--- config.mk ---
export PLATFORM = sky130hd
export DESIGN_NAME = trig_monitor_flat
export DESIGN_NICKNAME = d
export VERILOG_FILES = /design/src/rtl/trig_monitor_if.sv /design/src/rtl/trig_monitor.sv /design/src/flat_wrapper.sv
export SDC_FILE = /design/constraint.sdc
export NUM_CORES = 1
export LEC_CHECK = 0
export CORE_ASPECT_RATIO = 1.1
export CORE_MARGIN = 5
export CORE_UTILIZATION = 49
export DETAILED_ROUTE_END_ITERATION = 8
export PLACE_DENSITY_LB_ADDON = 0.25
export SETUP_SLACK_MARGIN = 0.05
export SYNTH_ARGS = -nofsm -noshare
export SYNTH_HDL_FRONTEND = slang
export SYNTH_SLANG_ARGS = --single-unit
--- constraint.sdc ---
create_clock -name clk -period 3.2 [get_ports clk]
set_clock_uncertainty 0.05 [all_clocks]
set_input_delay 0.48 -clock clk [delete_from_list [all_inputs] [get_ports clk]]
set_output_delay 0.48 -clock clk [all_outputs]
set_load 0.005 [all_outputs]
--- src/rtl/trig_monitor_if.sv ---
// +--------------------------------------------------------------------------+
// | Module      : trig_monitor_if                                            |
// | Description : Control and status bundle between a trigger-stream         |
// |               consumer and the trig_monitor block.                       |
// | Revision    : 1.0 - initial release                                      |
// +--------------------------------------------------------------------------+
`default_nettype none

interface trig_monitor_if #(
   parameter int GAP_W = 8,
   parameter int CNT_W = 16
);
   logic             ene;
   logic [CNT_W-1:0] ntrig;
   logic [GAP_W-1:0] gap;
   logic             trigger;
   logic             busy;
   logic             done;
   logic [CNT_W-1:0] ntrig_seen;
   logic [CNT_W-1:0] gap_err_cnt;
   logic [GAP_W-1:0] last_gap;
   logic             err;
   logic             timeout;
   logic             overrun;
   logic [GAP_W-1:0] min_gap;
   logic [GAP_W-1:0] max_gap;

   // Controller side: drives configuration and trigger line, reads status
   modport master (
      output ene, ntrig, gap, trigger,
      input  busy, done, ntrig_seen, gap_err_cnt, last_gap,
             err, timeout, overrun, min_gap, max_gap
   );

   // Monitor side
   modport slave (
      input  ene, ntrig, gap, trigger,
      output busy, done, ntrig_seen, gap_err_cnt, last_gap,
             err, timeout, overrun, min_gap, max_gap
   );
endinterface

`default_nettype wire

--- src/rtl/trig_monitor.sv ---
// +--------------------------------------------------------------------------+
// | Module      : trig_monitor                                               |
// | Description : Counts pulses on a single-cycle trigger line against an    |
// |               expected total, measures inter-trigger intervals against   |
// |               an expected gap and reports done/err/timeout/overrun.      |
// |               Optional macro TRIG_HIST_EN builds min/max interval        |
// |               tracking; otherwise min_gap/max_gap read as zero.          |
// | Revision    : 1.0 - initial release                                      |
// +--------------------------------------------------------------------------+
`default_nettype none

module trig_monitor #(
   parameter int GAP_W   = 8,
   parameter int CNT_W   = 16,
   parameter int TIMEOUT = 1000
) (
   input  logic          clk,
   input  logic          rst,
   trig_monitor_if.slave bus
);

   typedef enum logic [1:0] {
      S_IDLE  = 2'd0,
      S_ARMED = 2'd1,
      S_RUN   = 2'd2,
      S_DONE  = 2'd3
   } state_t;

   localparam logic [15:0]      C_TIMEOUT  = 16'(TIMEOUT);
   localparam logic [15:0]      C_IDLE_ONE = 16'd1;
   localparam logic [GAP_W-1:0] C_GAP_ONE  = {{(GAP_W-1){1'b0}}, 1'b1};
   localparam logic [CNT_W-1:0] C_CNT_ONE  = {{(CNT_W-1){1'b0}}, 1'b1};

   state_t           r_state;
   state_t           w_state_nxt;
   logic             r_busy;
   logic             r_done;
   logic [CNT_W-1:0] r_ntrig;
   logic [GAP_W-1:0] r_gap;
   logic [GAP_W-1:0] r_ic;
   logic [15:0]      r_idle;
   logic [CNT_W-1:0] r_seen;
   logic [CNT_W-1:0] r_gap_err;
   logic [GAP_W-1:0] r_last_gap;
   logic             r_err;
   logic             r_timeout;
   logic             r_overrun;

   logic             w_arm;       // IDLE -> ARMED this cycle
   logic             w_take;      // trigger accepted and counted
   logic             w_first;     // accepted trigger is the first since arm
   logic             w_tmo;       // idle limit reached with no trigger
   logic             w_ovr;       // trigger arrived after completion
   logic [15:0]      w_idle_inc;
   logic [CNT_W-1:0] w_seen_inc;
   logic [GAP_W-1:0] w_interval;
   logic             w_gap_bad;

   assign w_idle_inc = r_idle + C_IDLE_ONE;
   assign w_seen_inc = r_seen + C_CNT_ONE;
   // Interval counts the trigger cycle itself, clamped at the field maximum
   assign w_interval = (r_ic == '1) ? r_ic : r_ic + C_GAP_ONE;
   assign w_gap_bad  = (r_gap != '0) && (w_interval != r_gap);
   assign w_first    = (r_state == S_ARMED);

   // State register plus registered busy/done decoded from the next state
   always_ff @(posedge clk or posedge rst) begin
      if (rst) begin
         r_state <= S_IDLE;
         r_busy  <= 1'b0;
         r_done  <= 1'b0;
      end else begin
         r_state <= w_state_nxt;
         r_busy  <= (w_state_nxt == S_ARMED) || (w_state_nxt == S_RUN);
         r_done  <= (w_state_nxt == S_DONE);
      end
   end

   // Next-state and per-cycle event strobes; abort outranks trigger outranks timeout
   always_comb begin
      w_state_nxt = r_state;
      w_arm       = 1'b0;
      w_take      = 1'b0;
      w_tmo       = 1'b0;
      w_ovr       = 1'b0;
      case (r_state)
         S_IDLE: begin
            if (bus.ene) begin
               w_arm       = 1'b1;
               w_state_nxt = S_ARMED;
            end
         end
         S_ARMED, S_RUN: begin
            if (!bus.ene) begin
               w_state_nxt = S_IDLE;
            end else if ((r_state == S_ARMED) && (r_ntrig == '0)) begin
               w_state_nxt = S_DONE;
            end else if (bus.trigger) begin
               w_take      = 1'b1;
               w_state_nxt = (w_seen_inc == r_ntrig) ? S_DONE : S_RUN;
            end else if (w_idle_inc == C_TIMEOUT) begin
               w_tmo       = 1'b1;
               w_state_nxt = S_DONE;
            end
         end
         S_DONE: begin
            if (!bus.ene) begin
               w_state_nxt = S_IDLE;
            end else if (bus.trigger) begin
               w_ovr = 1'b1;
            end
         end
         default: w_state_nxt = S_IDLE;
      endcase
   end

   // Capture at arm, count triggers, measure intervals, latch sticky status
   always_ff @(posedge clk or posedge rst) begin
      if (rst) begin
         r_ntrig    <= '0;
         r_gap      <= '0;
         r_ic       <= '0;
         r_idle     <= '0;
         r_seen     <= '0;
         r_gap_err  <= '0;
         r_last_gap <= '0;
         r_err      <= 1'b0;
         r_timeout  <= 1'b0;
         r_overrun  <= 1'b0;
      end else if (w_arm) begin
         r_ntrig    <= bus.ntrig;
         r_gap      <= bus.gap;
         r_ic       <= '0;
         r_idle     <= '0;
         r_seen     <= '0;
         r_gap_err  <= '0;
         r_last_gap <= '0;
         r_err      <= 1'b0;
         r_timeout  <= 1'b0;
         r_overrun  <= 1'b0;
      end else begin
         if (r_state == S_ARMED || r_state == S_RUN) begin
            r_idle <= w_take ? '0 : w_idle_inc;
         end
         if (w_take) begin
            r_seen <= w_seen_inc;
            r_ic   <= '0;
            if (!w_first) begin
               r_last_gap <= w_interval;
               if (w_gap_bad) begin
                  r_err <= 1'b1;
                  if (r_gap_err != '1) begin
                     r_gap_err <= r_gap_err + C_CNT_ONE;
                  end
               end
            end
         end else if (r_state == S_RUN && r_ic != '1) begin
            r_ic <= r_ic + C_GAP_ONE;
         end
         if (w_tmo) begin
            r_timeout <= 1'b1;
         end
         if (w_ovr) begin
            r_overrun <= 1'b1;
         end
      end
   end

`ifdef TRIG_HIST_EN
   logic [GAP_W-1:0] r_min_gap;
   logic [GAP_W-1:0] r_max_gap;

   // Interval extremes since arm, first trigger excluded
   always_ff @(posedge clk or posedge rst) begin
      if (rst) begin
         r_min_gap <= '1;
         r_max_gap <= '0;
      end else if (w_arm) begin
         r_min_gap <= '1;
         r_max_gap <= '0;
      end else if (w_take && !w_first) begin
         if (w_interval < r_min_gap) begin
            r_min_gap <= w_interval;
         end
         if (w_interval > r_max_gap) begin
            r_max_gap <= w_interval;
         end
      end
   end

   assign bus.min_gap = r_min_gap;
   assign bus.max_gap = r_max_gap;
`else
   assign bus.min_gap = '0;
   assign bus.max_gap = '0;
`endif

   assign bus.busy        = r_busy;
   assign bus.done        = r_done;
   assign bus.ntrig_seen  = r_seen;
   assign bus.gap_err_cnt = r_gap_err;
   assign bus.last_gap    = r_last_gap;
   assign bus.err         = r_err;
   assign bus.timeout     = r_timeout;
   assign bus.overrun     = r_overrun;

endmodule

`default_nettype wire

--- src/flat_wrapper.sv ---
// flat-port wrapper written by rule: the top's interface ports become plain ports
module trig_monitor_flat 
#(
   parameter int GAP_W   = 8,
   parameter int CNT_W   = 16,
   parameter int TIMEOUT = 1000
)
  (clk, rst, bus_ene, bus_ntrig, bus_gap, bus_trigger, bus_busy, bus_done, bus_ntrig_seen, bus_gap_err_cnt, bus_last_gap, bus_err, bus_timeout, bus_overrun, bus_min_gap, bus_max_gap);
  trig_monitor_if #(.GAP_W(GAP_W), .CNT_W(CNT_W)) bus_i ();
  input  logic clk;
  input  logic rst;
  input wire logic [$bits(bus_i.ene)-1:0] bus_ene;
  input wire logic [$bits(bus_i.ntrig)-1:0] bus_ntrig;
  input wire logic [$bits(bus_i.gap)-1:0] bus_gap;
  input wire logic [$bits(bus_i.trigger)-1:0] bus_trigger;
  output wire logic [$bits(bus_i.busy)-1:0] bus_busy;
  output wire logic [$bits(bus_i.done)-1:0] bus_done;
  output wire logic [$bits(bus_i.ntrig_seen)-1:0] bus_ntrig_seen;
  output wire logic [$bits(bus_i.gap_err_cnt)-1:0] bus_gap_err_cnt;
  output wire logic [$bits(bus_i.last_gap)-1:0] bus_last_gap;
  output wire logic [$bits(bus_i.err)-1:0] bus_err;
  output wire logic [$bits(bus_i.timeout)-1:0] bus_timeout;
  output wire logic [$bits(bus_i.overrun)-1:0] bus_overrun;
  output wire logic [$bits(bus_i.min_gap)-1:0] bus_min_gap;
  output wire logic [$bits(bus_i.max_gap)-1:0] bus_max_gap;
  assign bus_i.ene = bus_ene;
  assign bus_i.ntrig = bus_ntrig;
  assign bus_i.gap = bus_gap;
  assign bus_i.trigger = bus_trigger;
  assign bus_busy = bus_i.busy;
  assign bus_done = bus_i.done;
  assign bus_ntrig_seen = bus_i.ntrig_seen;
  assign bus_gap_err_cnt = bus_i.gap_err_cnt;
  assign bus_last_gap = bus_i.last_gap;
  assign bus_err = bus_i.err;
  assign bus_timeout = bus_i.timeout;
  assign bus_overrun = bus_i.overrun;
  assign bus_min_gap = bus_i.min_gap;
  assign bus_max_gap = bus_i.max_gap;
  trig_monitor #(.GAP_W(GAP_W), .CNT_W(CNT_W), .TIMEOUT(TIMEOUT)) u_core (.clk(clk), .rst(rst), .bus(bus_i));
endmodule
==> results.ini <==
[worst_setup_path]
path_max_fanout=14
worstPathCellList=ha_1, and4_2, a21oi_1, xor2_1, or4_4, o31ai_4, buf_4, nor2_1, o22a_1
critPathArrivalTime_ps=3180
path_class=reg2reg
crit_required_ps=3390
endpoint_kind=flip-flop
critPathSlowestCell=or4_4
max_stage_delay_ps=530
critPathLaunchType=flip-flop

[clocking]
cts_buffer_depth=2
clk_latency_ps=350
root_buffer=clkbuf_16
clk_pin_slew_ps=70
h-tree-depth=3
cts_tree=built
numCtsBuffers=9
cts_sinks=95

[layout]
area_delta_synth_final_pct=19.4
register_area_um2=2380
drive_above_1_share_pct=5.95
antennaDiodeCount=0
instances_no_fill=890
fin_nets=773
final.fill_count=1028
multiInputGateArea_um2=3080

[logic_synthesis]
synth_fa_ha_area_share_pct=2.18
yosysMostFrequentCell=nand2_1
synth_common_cells=nand2_1 (120), dfrtp_1 (95), nor2_1 (51)
synth_warnings=0
muxShareOfSynthArea_pct=0.720
synth_cell_types=62
synth_top_cell_by_area=dfrtp_1
synth_xor_area_share_pct=7.94
synth_area_leaders=dfrtp_1 (41%), nand2_1 (7.9%), xor2_1 (4.6%)
synth_edf_count=0
ys_ff_latch=95
yosysTopAreaCellShare_pct=41.4
yosys.area_share.simple_pct=25.0
synth_top_family_by_area=simple AND/OR/NAND/NOR gates
netlist_area_um2=5740
async_flop_share_pct=100
syn_area_per_cell_um2=8.48
seq_area_frac_synth_pct=41.4
syn_inst=676
synth_compound_area_share_pct=16.7
yosys_most_used_dff=dfrtp_1

[grt]
antenna_found_initial=0
track_usage_pct=20.7
grt_pass1_wl_mm=23.6
overflow=0
grt_pass1_vias=4887
grt_max_degree=96

[power]
ir_worst_vdd_uv=354
power_uw=4320
power_leakage_uw=0.00291
p_per_area_nw_per_um2=631

[route]
dr_total_vias=5094
wl_mm=14.1
drc_errors=0
avgRoutedWirePerCell_um=15.9
via_per_inst=5.72
ant_nets=0
drt_iter0_drc=281
drt-pass1-iter-count=5

[placed_design]
place_inst=874
gp_congestion=0.884
dpl.hpwl_mm=10.1
io_buffers=72

[flow_run]
cap_violations=0

[sta]
slew-limit-headroom_pct=19.4
setup_viol=0
final_hold_viol_count=0
max_freq_mhz=335
tightest_slew_ps=1200
tns_ps=0
fin_hold_ws_ps=430
fin_crit_ps=2990
min_period_over_period_pct=93.4
slew_violations=0
rsz0062_at_grt=true

[status]
status=complete, no violations

[die]
core_area_um2=11500
die_w_um=113
ioPinCount=89
start_util_pct=49.9
fp.dieH_um=123
rows=41
dieArea_um2=14000

[hold_path]
hp-class=reg2reg

## per-stage QoR
| stage | setup slack [ps] | instance area, um^2 | util, % |
|---|---|---|---|
| finish | 211 | 6850 | 59.6 |
| global route | 27.0 | 6850 | 59.6 |
| CTS | 178 | 6840 | 59.5 |
| detailed placement | 177 | 6540 | 56.9 |
| global placement | 280 | 6540 | 56.9 |
| floorplan | 193 | 5790 | - |
## cell type report
class / count / share of cell area [%]
Clock buffer: 10 / 3.49
Inverter: 12 / 0.676
Timing Repair Buffer: 88 / 12.5
Clock inverter: 6 / 0.986
Sequential cell: 95 / 34.7
Multi-Input combinational cell: 529 / 44.9
Tap cell: 150 / 2.74
## cells in the final DEF, fill, tap and decap left out, drive strengths merged, types with 22 or more instances in the layout
master and instances:
a21oi 23, clkdlybuf4s50 72, dfrtp 95, nand2 120
nand3 34, nor2 51, o21ai 51, xnor2 22
xor2 30
## routing by layer
layer	up-vias	track usage [%]	share of wire, %	routed length, um
met2	142	35.4	50	7020
met1	2453	26.7	44	6240
met4	0	6.61	1.3	180
met5	-	0	0	0
met3	14	3.92	4.8	673
li1	2485	-	-	-
## where the power goes
part           switching, uW  leakage (uW)  internal (uW)  total, uW
logic                    861       0.00149            646       1510
registers                277       0.00128           1420       1700
clock network            485      0.000145            632       1120
total                   1620       0.00291           2700       4320
## path summary, 6_finish.rpt
kind,cells after the start,endpoint,slack (ps),from
setup / recovery,9,u_core.bus.gap_err_cnt[12],210,u_core.r_ic[1]
hold / removal,2,u_core.bus.last_gap[0],430,u_core.bus.last_gap[0]
setup reg to reg,9,u_core.bus.gap_err_cnt[12],210,u_core.r_ic[1]
hold reg to reg,2,u_core.bus.last_gap[0],430,u_core.bus.last_gap[0]
max in group asynchronous,3,u_core.r_ntrig[5],2190,rst
min in group asynchronous,3,u_core.r_idle[12],520,rst
## logic make-up (layout without fill, tap and decap cells)
group,after synthesis,count (layout)
buf+inv,67,116
flops,95,95
other cells,1,16
compound gates,146,146
fa+ha+maj,10,10
xor+xnor,52,52
simple gates,301,301
mux,4,4
## state kept, by name, indices dropped and copies added, names as in the netlist
register,flops
u_core.r_idle,16
u_core.bus.last_gap,8
u_core.bus.ntrig_seen,16
u_core.r_ntrig,16
u_core.bus.busy,1
u_core.r_state,2
u_core.bus.done,1
u_core.bus.timeout,1
u_core.r_gap,8
u_core.r_ic,8
u_core.bus.gap_err_cnt,16
u_core.bus.err,1
u_core.bus.overrun,1
## critical path: cells and delay by family, from the launching register on
| family | cells | cell delay (ps) |
|---|---|---|
| AND/OR/NAND/NOR | 3 | 930 |
| AO/OA/AOI/OAI | 3 | 800 |
| flip-flops | 1 | 440 |
| adder cells (fa/ha/maj) | 1 | 290 |
| buffers and inverters | 1 | 260 |
| XOR/XNOR | 1 | 110 |
## timing repair
item                                    CTS  global route
gates resized for setup                   0             2
hold buffers                              0             0
endpoints found under the setup margin    0             9
setup buffers                             0             0
(Power assumes the default switching activity.)
